### src/rtl/t_route_stage.sv
// t_route_stage: fat-tree switch input stage; decodes each port's direction, ages packets
// and keeps saturating traffic counters.
module t_route_stage #(
    parameter int P_W      = 49,
    parameter int A_W      = 8,
    parameter int AGE_W    = 4,
    parameter int level    = 1,
    parameter int pos      = 0,
    parameter int N_LEVELS = 3
) (
    input  logic           clk,
    input  logic           reset,
    input  logic [P_W-1:0] l_bus_i,
    input  logic [P_W-1:0] r_bus_i,
    input  logic [P_W-1:0] u_bus_i,
    output logic [P_W-1:0] l_pkt_o,
    output logic [P_W-1:0] r_pkt_o,
    output logic [P_W-1:0] u_pkt_o,
    output logic [1:0]     d_l,
    output logic [1:0]     d_r,
    output logic [1:0]     d_u,
    input  logic           cnt_clr,
    input  logic [1:0]     cnt_sel,
    output logic [15:0]    cnt_o
);
    localparam int AH = P_W - 2;
    localparam int AL = P_W - 1 - A_W;
    localparam int GH = AL - 1;
    localparam int GL = AL - AGE_W;
    localparam int HW = A_W - level - 1;
    localparam logic [A_W-1:0] POS_T = A_W'(pos % (1 << HW));

    // 00 VOID, 01 LEFT, 10 RIGHT, 11 UP; the root owns every address
    function automatic logic [1:0] dir(input logic [P_W-1:0] p);
        logic [A_W-1:0] a;
        a = p[AH:AL];
        if (!p[P_W-1]) return 2'b00;
        if (level != N_LEVELS - 1 && (a >> (level + 1)) != POS_T) return 2'b11;
        return a[level] ? 2'b10 : 2'b01;
    endfunction

    function automatic logic [P_W-1:0] aged(input logic [P_W-1:0] p);
        logic [P_W-1:0] q;
        q = p;
        if (q[GH:GL] != '1) q[GH:GL] = q[GH:GL] + 1'b1;
        return p[P_W-1] ? q : '0;
    endfunction

    function automatic logic [15:0] inc(input logic [15:0] c, input logic v);
        return c + 16'(v && c != 16'hFFFF);
    endfunction

    logic [1:0]  nl, nr, nu, n_up;
    logic [15:0] c_l, c_r, c_u, c_q;
    logic [16:0] q_sum;

    always_comb begin
        nl = dir(l_bus_i);
        nr = dir(r_bus_i);
        nu = dir(u_bus_i);
        n_up = 2'(nl == 2'b11) + 2'(nr == 2'b11) + 2'(nu == 2'b11);
        q_sum = {1'b0, c_q} + 17'(n_up);
        cnt_o = cnt_sel == 2'd0 ? c_l : cnt_sel == 2'd1 ? c_r : cnt_sel == 2'd2 ? c_u : c_q;
    end

    always_ff @(posedge clk or posedge reset) begin
        if (reset) begin
            l_pkt_o <= '0;
            r_pkt_o <= '0;
            u_pkt_o <= '0;
            d_l <= 2'b00;
            d_r <= 2'b00;
            d_u <= 2'b00;
            c_l <= '0;
            c_r <= '0;
            c_u <= '0;
            c_q <= '0;
        end else begin
            l_pkt_o <= aged(l_bus_i);
            r_pkt_o <= aged(r_bus_i);
            u_pkt_o <= aged(u_bus_i);
            d_l <= nl;
            d_r <= nr;
            d_u <= nu;
            c_l <= cnt_clr ? '0 : inc(c_l, l_bus_i[P_W-1]);
            c_r <= cnt_clr ? '0 : inc(c_r, r_bus_i[P_W-1]);
            c_u <= cnt_clr ? '0 : inc(c_u, u_bus_i[P_W-1]);
            c_q <= cnt_clr ? '0 : q_sum[16] ? 16'hFFFF : q_sum[15:0];
        end
    end
endmodule

### config.mk
export PLATFORM = sky130hd
export DESIGN_NAME = t_route_stage
export DESIGN_NICKNAME = d
export VERILOG_FILES = /design/src/rtl/t_route_stage.sv
export SDC_FILE = /design/constraint.sdc
export NUM_CORES = 1
export LEC_CHECK = 0
export ABC_CLOCK_PERIOD_IN_PS = 10150
export BUFFER_PORTS_ARGS = -buffer_cell sky130_fd_sc_hd__buf_2
export CAP_MARGIN = 25
export CORE_MARGIN = 5
export CORE_UTILIZATION = 35
export DETAILED_ROUTE_END_ITERATION = 16
export PLACE_DENSITY = 0.56
export SYNTH_ARGS = -nofsm -noshare
export SYNTH_HDL_FRONTEND = slang
export SYNTH_SLANG_ARGS = --single-unit
### constraint.sdc
create_clock -name clk -period 10.15 [get_ports clk]
set_clock_uncertainty 0.2 [all_clocks]
set_input_delay 2.5375 -clock clk [delete_from_list [all_inputs] [get_ports clk]]
set_output_delay 2.5375 -clock clk [all_outputs]
set_load 0.02 [all_outputs]
==> results.txt, run 1 <==
Worst skew pair latency -> 510 ps
Setup TNS -> 0 ps
RSZ-0062 raised after global routing -> no
Initial detailed-routing violation count -> 412
Synth area leader -> dfrtp_1
Num Clock Sinks -> 217
Starting Density -> 35.57%
CTS Hold Bufs -> 0
Max Freq -> 153.5 MHz
Combinational power share -> 9.9%
Sw Ratio -> 23.79%
Clock group share of total power -> 46.1%
Pre-antenna DRT Iters -> 4
Yosys cell types -> 37
Worst slew pin tran -> 707.8 ps
VDD IR-drop max -> 123.5 uV
Fillers -> 2,287
Util after Layout -> 47.36%
Maximum fanout along the worst path -> 16
Syn nets -> 875
Final-report max-slew violation count -> 0
Number of cells after detailed placement -> 1,330
First-pass GRT wire length -> 37,000 um
Cts repair resizes -> 0
CTS tree -> built
Slew headroom -> 52.81%
Hold Path Sink -> c_r[14]
Core area -> 24,320 um2
I/O pins -> 321
Area of the multi-input gates -> 3029 um2
DR vias -> 6,306
Htree depth -> 1
Hold/Removal Path Class -> reg -> reg
Fin crit share -> 64.19%
Final setup fails -> 0
Data required time of the worst path -> 7410 ps
P&R area growth vs syn -> 33.15%
FF-to-FF path depth -> 9
Sequential power share -> 43.9%
#FFs+latches synth -> 217
CTS clk-pin slew, worst paths -> 60 ps
Worst hold stages -> 2
Ys Warns -> 0
Max_cap viols -> 0
Die Y -> 167.2 um
Grt ovf -> 0
Mean routed wirelength per cell -> 17.05 um
Power Internal -> 0.001595 W
Root buf cell -> clkbuf_16
Post-Syn Area -> 8650 um2
Leakage -> 5.760 nW
Storage cell area -> 5430 um2
Post-DRT Antenna Nets -> 0
PD cells -> 181.7 nW/um2
Antenna violations before repair -> 1
Critical Path Sink Type -> output pin
Cells after synthesis -> 710
Routed WL -> 23,450 um
N_diodes -> 0
Outcome -> complete, no violations
GPL Wtd Cong -> 0.7979
Setup crit start kind -> primary input
Ranking of synthesized cells by area -> dfrtp_1, and2_1, mux4_2
Vias in the first global route -> 6,416
Switching pwr -> 0.0004980 W
Row count -> 57
Avg Cell Area, Syn -> 12.18 um2
R2R Path End -> c_q[2]
Postcts setup bufs -> 0
Sequential area share after synthesis -> 62.78%
IO buf count -> 320
Largest net degree at the start of global routing -> 141
Drt via density -> 4.583
Post-route insts no fill -> 1,376
Die width -> 167.2 um
DIE AREA -> 27,960 um2
Synth top area share -> 62.78%
Hold_sp -> c_r[14]
Data arrival, critical path -> 3780 ps
Post-route DRC -> 0
Layout Nets -> 1,199
Hold Fails Final Rpt -> 0
Final Critical Period -> 6515 ps
Layout cell share with drive strength beyond 1 -> 36.88%
Critical path class -> in -> out
CTS Buf Count -> 25
Reg-to-Reg Start -> c_q[0]
Hpwl dp -> 17,120 um
CTS max path bufs -> 3
Reg2reg setup slack -> 7210 ps
GRT Util Overall -> 16.32%
worst max path at each step:
| stage | from | end | slack (ps) | cells past startpoint |
|---|---|---|---|---|
| 2_1_floorplan | reset | c_l[0] | 1480 | 1 |
| 3_3_place_gp | cnt_sel[0] | cnt_o[7] | 3620 | 3 |
| 3_5_place_dp | cnt_sel[0] | cnt_o[7] | 3600 | 3 |
| 4_1_cts | cnt_sel[0] | cnt_o[7] | 3600 | 3 |
| 5_1_grt | cnt_sel[0] | cnt_o[7] | 3510 | 3 |
| 6_report | cnt_sel[0] | cnt_o[7] | 3640 | 3 |
logic make-up (layout without fill, tap and decap cells):
family	after synthesis	after routing	share of synthesized area [%]
buffers and inverters	46	388	2.199
xor gates and xnor gates	49	49	4.962
DFF	217	217	62.78
adders and majority gates	13	13	2.054
and+or+nand+nor	323	323	20.47
AOI/OAI and AO/OA	40	40	2.618
muxes	22	22	4.918
cell usage in the layout, fill, tap and decap left out, types with 14 or more instances in the layout:
master / instances
buf_2: 320
dfrtp_1: 217
and2_1: 132
nor2_1: 66
xnor2_1: 35
nand3_1: 31
clkbuf_16: 25
nand2_1: 22
a21oi_1: 21
nor3_1: 18
inv_1: 18
nor4_1: 17
mux4_2: 15
nand4_1: 14
xor2_1: 14
cells in the mapped netlist (all sizes together):
| library cell | number |
|---|---|
| a211oi | 4 |
| a21o | 1 |
| a21oi | 21 |
| a31o | 1 |
| a31oi | 6 |
| and2 | 132 |
| and3 | 3 |
| and4 | 3 |
| and4b | 1 |
| buf | 4 |
| clkbuf | 23 |
| dfrtp | 217 |
| fa | 2 |
| ha | 11 |
| inv | 19 |
| mux2 | 1 |
| mux2i | 5 |
| mux4 | 16 |
| nand2 | 22 |
| nand3 | 31 |
| nand4 | 16 |
| nor2 | 66 |
| nor2b | 8 |
| nor3 | 19 |
| nor4 | 17 |
| o21ai | 6 |
| o31ai | 1 |
| or2 | 2 |
| or3 | 2 |
| or4 | 1 |
| xnor2 | 35 |
| xor2 | 14 |
final cells by class:
type,instances,area share (%)
Sequential cell,217,47.15
Multi-Input combinational cell,447,26.30
Timing Repair Buffer,324,14.51
Clock buffer,36,6.486
Tap cell,324,3.520
Clock inverter,9,1.347
Inverter,19,0.6844
stage by stage:
| stage | area (um2) | worst slack, ps | hold slack, ps | power (W) |
|---|---|---|---|---|
| 2_1_floorplan | 8650 | 1477 | 326.2 | 0.001055 |
| 3_3_place_gp | 10560 | 3623 | 371.7 | 0.001144 |
| 3_5_place_dp | 10590 | 3601 | 365.9 | 0.001146 |
| 4_1_cts | 11490 | 3601 | 385.4 | 0.002128 |
| 5_1_grt | 11520 | 3514 | 438.3 | 0.002192 |
| 6_report | 11520 | 3635 | 389.6 | 0.002093 |
critical path, cell delays in order:
cell and delay, ps:
buf_2 440, mux4_1 610, buf_2 170
power by group through the flow:
stage                     combinational, W  sequential, W  clock, W
final                             0.000208       0.000920  0.000965
after detailed placement          0.000211       0.000935         0
after floorplan                  0.0000793       0.000976         0
after CTS                         0.000212       0.000920  0.000996
after global placement            0.000208       0.000936         0
after global routing              0.000232       0.000923   0.00104
flip-flops by register name, indices dropped and copies added (netlist names):
name and flops:
l_pkt_o 49, r_pkt_o 49, u_pkt_o 49, c_l 16, c_q 16, c_r 16
c_u 16, d_l 2, d_r 2, d_u 2
per-layer routing:
metal	GRT usage (%)	wire length [um]
met1	21.28	9851
met2	27.02	11090
met3	4.762	1945
met4	4.058	555
met5	0	13
No activity file was read; power rests on OpenSTA's default activity.
==> inputs of run 2 (changes only) <==
- ABC_CLOCK_PERIOD_IN_PS: 10150 -> 6000
- clock period: 10.15 -> 6 ns (I/O delays scaled with it)
==> run 2 against run 1 <==
Compared with the run above:
- final area is 0.76% lower
- critical path depth stayed put
- clock power is 56% higher
- hold slack worse by 12 ps
- routed wire length is 0.32% higher
- die area stayed put
- final cell count hardly changed
- core utilization is 0.36 points lower
- critical endpoint is now cnt_o[4]
- largest power group is now sequential cells
==> results.txt, run 2 (synthesis results as in run 1) <==
RSZ-0062 raised after global routing -> no
Max_cap viols -> 0
Vias in the first global route -> 6,474
P&R area growth vs syn -> 32.14%
Crit path cell chain -> buf_2 > mux4_2 > buf_2
Layout cell share with drive strength beyond 1 -> 36.47%
Data arrival, critical path -> 2770 ps
Grt ovf -> 0
Post-DRT Antenna Nets -> 0
Drt via density -> 4.606
Critical path's most frequent cell -> buf_2
Antenna violations before repair -> 1
Critical Path Slowest Stage Cell -> mux4_2
Worst slew pin tran -> 877.7 ps
Root buf cell -> clkbuf_16
First-pass GRT wire length -> 37,270 um
Core area -> 24,320 um2
Largest net degree at the start of global routing -> 144
Slew headroom -> 41.49%
Routed WL -> 23,530 um
Hpwl dp -> 17,330 um
Hold/Removal Path Class -> reg -> reg
PD cells -> 299.0 nW/um2
Final Critical Period -> 4466 ps
Setup crit start kind -> primary input
Critical Path Sink Type -> output pin
Hold Fails Final Rpt -> 0
Worst skew pair latency -> 500 ps
VDD IR-drop max -> 235.6 uV
CTS max path bufs -> 3
Cts repair resizes -> 0
Critical path class -> in -> out
Initial detailed-routing violation count -> 497
CTS clk-pin slew, worst paths -> 60 ps
Data required time of the worst path -> 4300 ps
N_diodes -> 0
Total power -> 0.003417 W
Die width -> 167.2 um
IO buf count -> 320
Die Y -> 167.2 um
DR vias -> 6,342
Commonest cells after routing, fill and taps aside -> buf_2, dfrtp_1, and2_1
Final-report max-slew violation count -> 0
Setup TNS -> 0 ps
CP max stage delay -> 620 ps
CTS Buf Count -> 24
Starting Density -> 35.57%
Outcome -> complete, no violations
GRT Util Overall -> 16.44%
Mean routed wirelength per cell -> 17.09 um
Post-route DRC -> 0
Row count -> 57
CTS Hold Bufs -> 0
Num Clock Sinks -> 217
Htree depth -> 1
Commonest non-fill, non-tap cell in the layout -> buf_2
Final setup fails -> 0
Postcts setup bufs -> 0
GPL Wtd Cong -> 0.8063
Leakage -> 5.718 nW
Layout Nets -> 1,200
Final hold slack -> 377.9 ps
Max Freq -> 223.9 MHz
DIE AREA -> 27,960 um2
Biggest regs -> l_pkt_o x49, r_pkt_o x49, u_pkt_o x49
I/O pins -> 321
Pre-antenna DRT Iters -> 4
Util after Layout -> 47.00%
Fin crit share -> 74.43%
CTS tree -> built
Maximum fanout along the worst path -> 16
-- run 2: worst paths after layout --
kind / startpoint / end / slack [ps] / cells past startpoint
setup / recovery: cnt_sel[0] / cnt_o[4] / 1530 / 3
hold / removal: c_r[14] / c_r[14] / 380 / 2
setup reg to reg: c_q[0] / c_q[4] / 3090 / 9
hold reg to reg: c_r[14] / c_r[14] / 380 / 2
max in group asynchronous: reset / c_r[13] / 3730 / 3
min in group asynchronous: reset / r_pkt_o[16] / 760 / 2
-- run 2: routing by layer --
layer	routed length, um	track usage, %	part of all wire, %	up-vias
met5	13	0	0.055	-
met4	491	3.599	2.1	2
met3	2000	4.385	8.5	33
met2	11400	27.81	48	242
met1	9623	21.40	41	3035
li1	-	-	-	3030
-- run 2: stage by stage --
stage / setup slack (ps) / cell area [um2] / std cells
2_1_floorplan: 1474 / 8653 / 710
6_report: 1534 / 11430 / 1377
3_3_place_gp: 1314 / 10600 / 1333
4_1_cts: 1505 / 11430 / 1377
3_5_place_dp: 1239 / 10600 / 1333
5_1_grt: 1430 / 11430 / 1377
-- run 2: power by group --
group	leakage, nW	internal [W]	switching (W)
registers	2.85	0.00153	0.0000299
logic	2.46	0.000135	0.000217
clock network	0.407	0.000947	0.000560
-- run 2: worst max-delay path: cells and delay by family --
family | cells | cell delay [ps]
mux | 1 | 620
buf+inv | 2 | 640
-- run 2: layout make-up --
cell class	count	area, um2
clock buffers	41	765.7
inverters	19	75.07
repair buffers	326	1659
clock inverters	3	65.06
multi-input cells	447	3029
well taps	324	405.4
flip-flops and latches	217	5430
fillers	2282	12890
==> inputs of run 3 (changes only) <==
- ABC_CLOCK_PERIOD_IN_PS: 6000 -> 4000
- PLACE_DENSITY: 0.56 -> 0.58
- clock period: 6 -> 4 ns (I/O delays scaled with it)
==> run 3 against run 2 <==
Compared with the run above:
- global-route usage is essentially flat
- first-iteration DRC count shrank 13%
- clock-buffer cell count shrank 2
- combinational power grew 53%
- clock power grew 41%
- final area grew 0.16%
- core utilization grew 0.077 points
- sequential power grew 50%
- worst setup slack lost 990 ps
- sequential share of layout area shrank 0.078 points
- largest power group unchanged
- final cell count grew 0.29%
- non-clock buffer count grew 7
==> results.txt, run 3 (synthesis results as in run 1) <==
Root buf cell -> clkbuf_16
I/O pins -> 321
P&R area growth vs syn -> 32.36%
Die Y -> 167.2 um
CP top delay family -> multiplexers
Outcome -> complete, no violations
Commonest cells after routing, fill and taps aside -> buf_2, dfrtp_1, and2_1
Htree depth -> 1
Worst path bufs/invs -> 2
Grt ovf -> 0
Worst slew pin tran -> 572.0 ps
Util after Layout -> 47.08%
Biggest regs -> l_pkt_o x49, r_pkt_o x49, u_pkt_o x49
Data required time of the worst path -> 2800 ps
Pre-antenna DRT Iters -> 4
Drt via density -> 4.631
CTS clk-pin slew, worst paths -> 50 ps
Crit path cell chain -> buf_2 > mux4_1 > buf_2
Hpwl dp -> 17,500 um
CTS max path bufs -> 3
Hold/Removal Path Class -> in -> async
Routed WL -> 23,370 um
Layout Nets -> 1,208
DR vias -> 6,395
Critical path's most frequent cell -> buf_2
IO buf count -> 320
Cts repair resizes -> 0
Critical Path Sink Type -> output pin
CTS Hold Bufs -> 0
Final-report max-slew violation count -> 0
DIE AREA -> 27,960 um2
Vias in the first global route -> 6,548
Slack of the critical path -> 545.5 ps
Max Freq -> 289.5 MHz
Slew headroom -> 61.87%
Hold Fails Final Rpt -> 0
CP max stage delay -> 640 ps
Postcts setup bufs -> 0
Antenna violations before repair -> 2
Post-route DRC -> 0
CTS Buf Count -> 25
Final instance area -> 11,450 um2
Final Critical Period -> 3455 ps
RSZ-0062 raised after global routing -> no
N_diodes -> 0
CTS tree -> built
Critical path class -> in -> out
Row count -> 57
VDD IR-drop max -> 282.3 uV
Post-DRT Antenna Nets -> 0
Max_cap viols -> 0
Critical Path Slowest Stage Cell -> mux4_1
GPL Wtd Cong -> 0.8158
Core area -> 24,320 um2
Total power -> 0.005006 W
Fin crit share -> 86.36%
Mean routed wirelength per cell -> 16.92 um
Initial detailed-routing violation count -> 434
Largest net degree at the start of global routing -> 74
Worst skew pair latency -> 510 ps
Commonest non-fill, non-tap cell in the layout -> buf_2
Reg2reg setup slack -> 1270 ps
Final setup fails -> 0
Num Clock Sinks -> 217
PD cells -> 437.3 nW/um2
GRT Util Overall -> 16.41%
Die width -> 167.2 um
Placed Instance Area -> 10,680 um2
Setup crit start kind -> primary input
Layout cell share with drive strength beyond 1 -> 36.90%
Setup TNS -> 0 ps
Post-place setup slack -> -12.74 ps
Data arrival, critical path -> 2250 ps
Leakage -> 5.736 nW
First-pass GRT wire length -> 37,290 um
Fillers -> 2,298
Maximum fanout along the worst path -> 16
Starting Density -> 35.57%
## run 3: cell types whose count changed in the layout (fill, tap and decap cells not counted), sizes merged
cell / delta
buf: +7
inv: +1
bufinv: -2
clkbuf: -2
## run 3: through the flow
stage | hold slack (ps) | std cells
2_1_floorplan | 326.2 | 710
3_3_place_gp | 367.2 | 1340
3_5_place_dp | 375.6 | 1340
4_1_cts | 272.1 | 1381
5_1_grt | 302.9 | 1381
6_report | 299.6 | 1381
## run 3: final timing paths
path | startpoint | end | depth (start not counted)
setup / recovery | cnt_sel[0] | cnt_o[7] | 3
hold / removal | reset | r_pkt_o[22] | 2
setup reg to reg | c_l[2] | c_l[12] | 9
hold reg to reg | c_u[14] | c_u[14] | 2
max in group asynchronous | reset | c_l[8] | 3
min in group clk | c_u[14] | c_u[14] | 2
## run 3: power by group
part,switching [W],internal (W)
Clock,0.000846,0.00129
Combinational,0.000328,0.000210
Sequential,0.0000445,0.00229
Total,0.00122,0.00379
## run 3: area by class of cell
type                            count  area (um2)  area share (%)
Multi-Input combinational cell    447        3029           26.46
Inverter                           19       75.07          0.6557
Clock inverter                      2       13.76          0.1202
Tap cell                          324       405.4           3.541
Clock buffer                       39       758.2           6.623
Sequential cell                   217        5430           47.43
Timing Repair Buffer              333        1737           15.17
## run 3: per-layer routing
metal  part of all wire (%)  vias to the layer above  global-route usage [%]  routed length [um]
met1                     40                     3066                   21.02                9358
met2                     49                      246                   27.74               11520
li1                       -                     3036                       -                   -
met3                    8.2                       43                   4.668                1919
met5                   0.15                        -                       0                  34
met4                    2.3                        4                   3.987                 539
## run 3: worst reg2reg max path, cell delays in order (launching register included)
cell and delay, ps:
dfrtp_1 460, nand4_1 390, nor4_1 470, nor2_1 80, ha_1 250, ha_1 270
nand2_1 180, nor4_1 80, xnor2_1 160, nor2_1 60
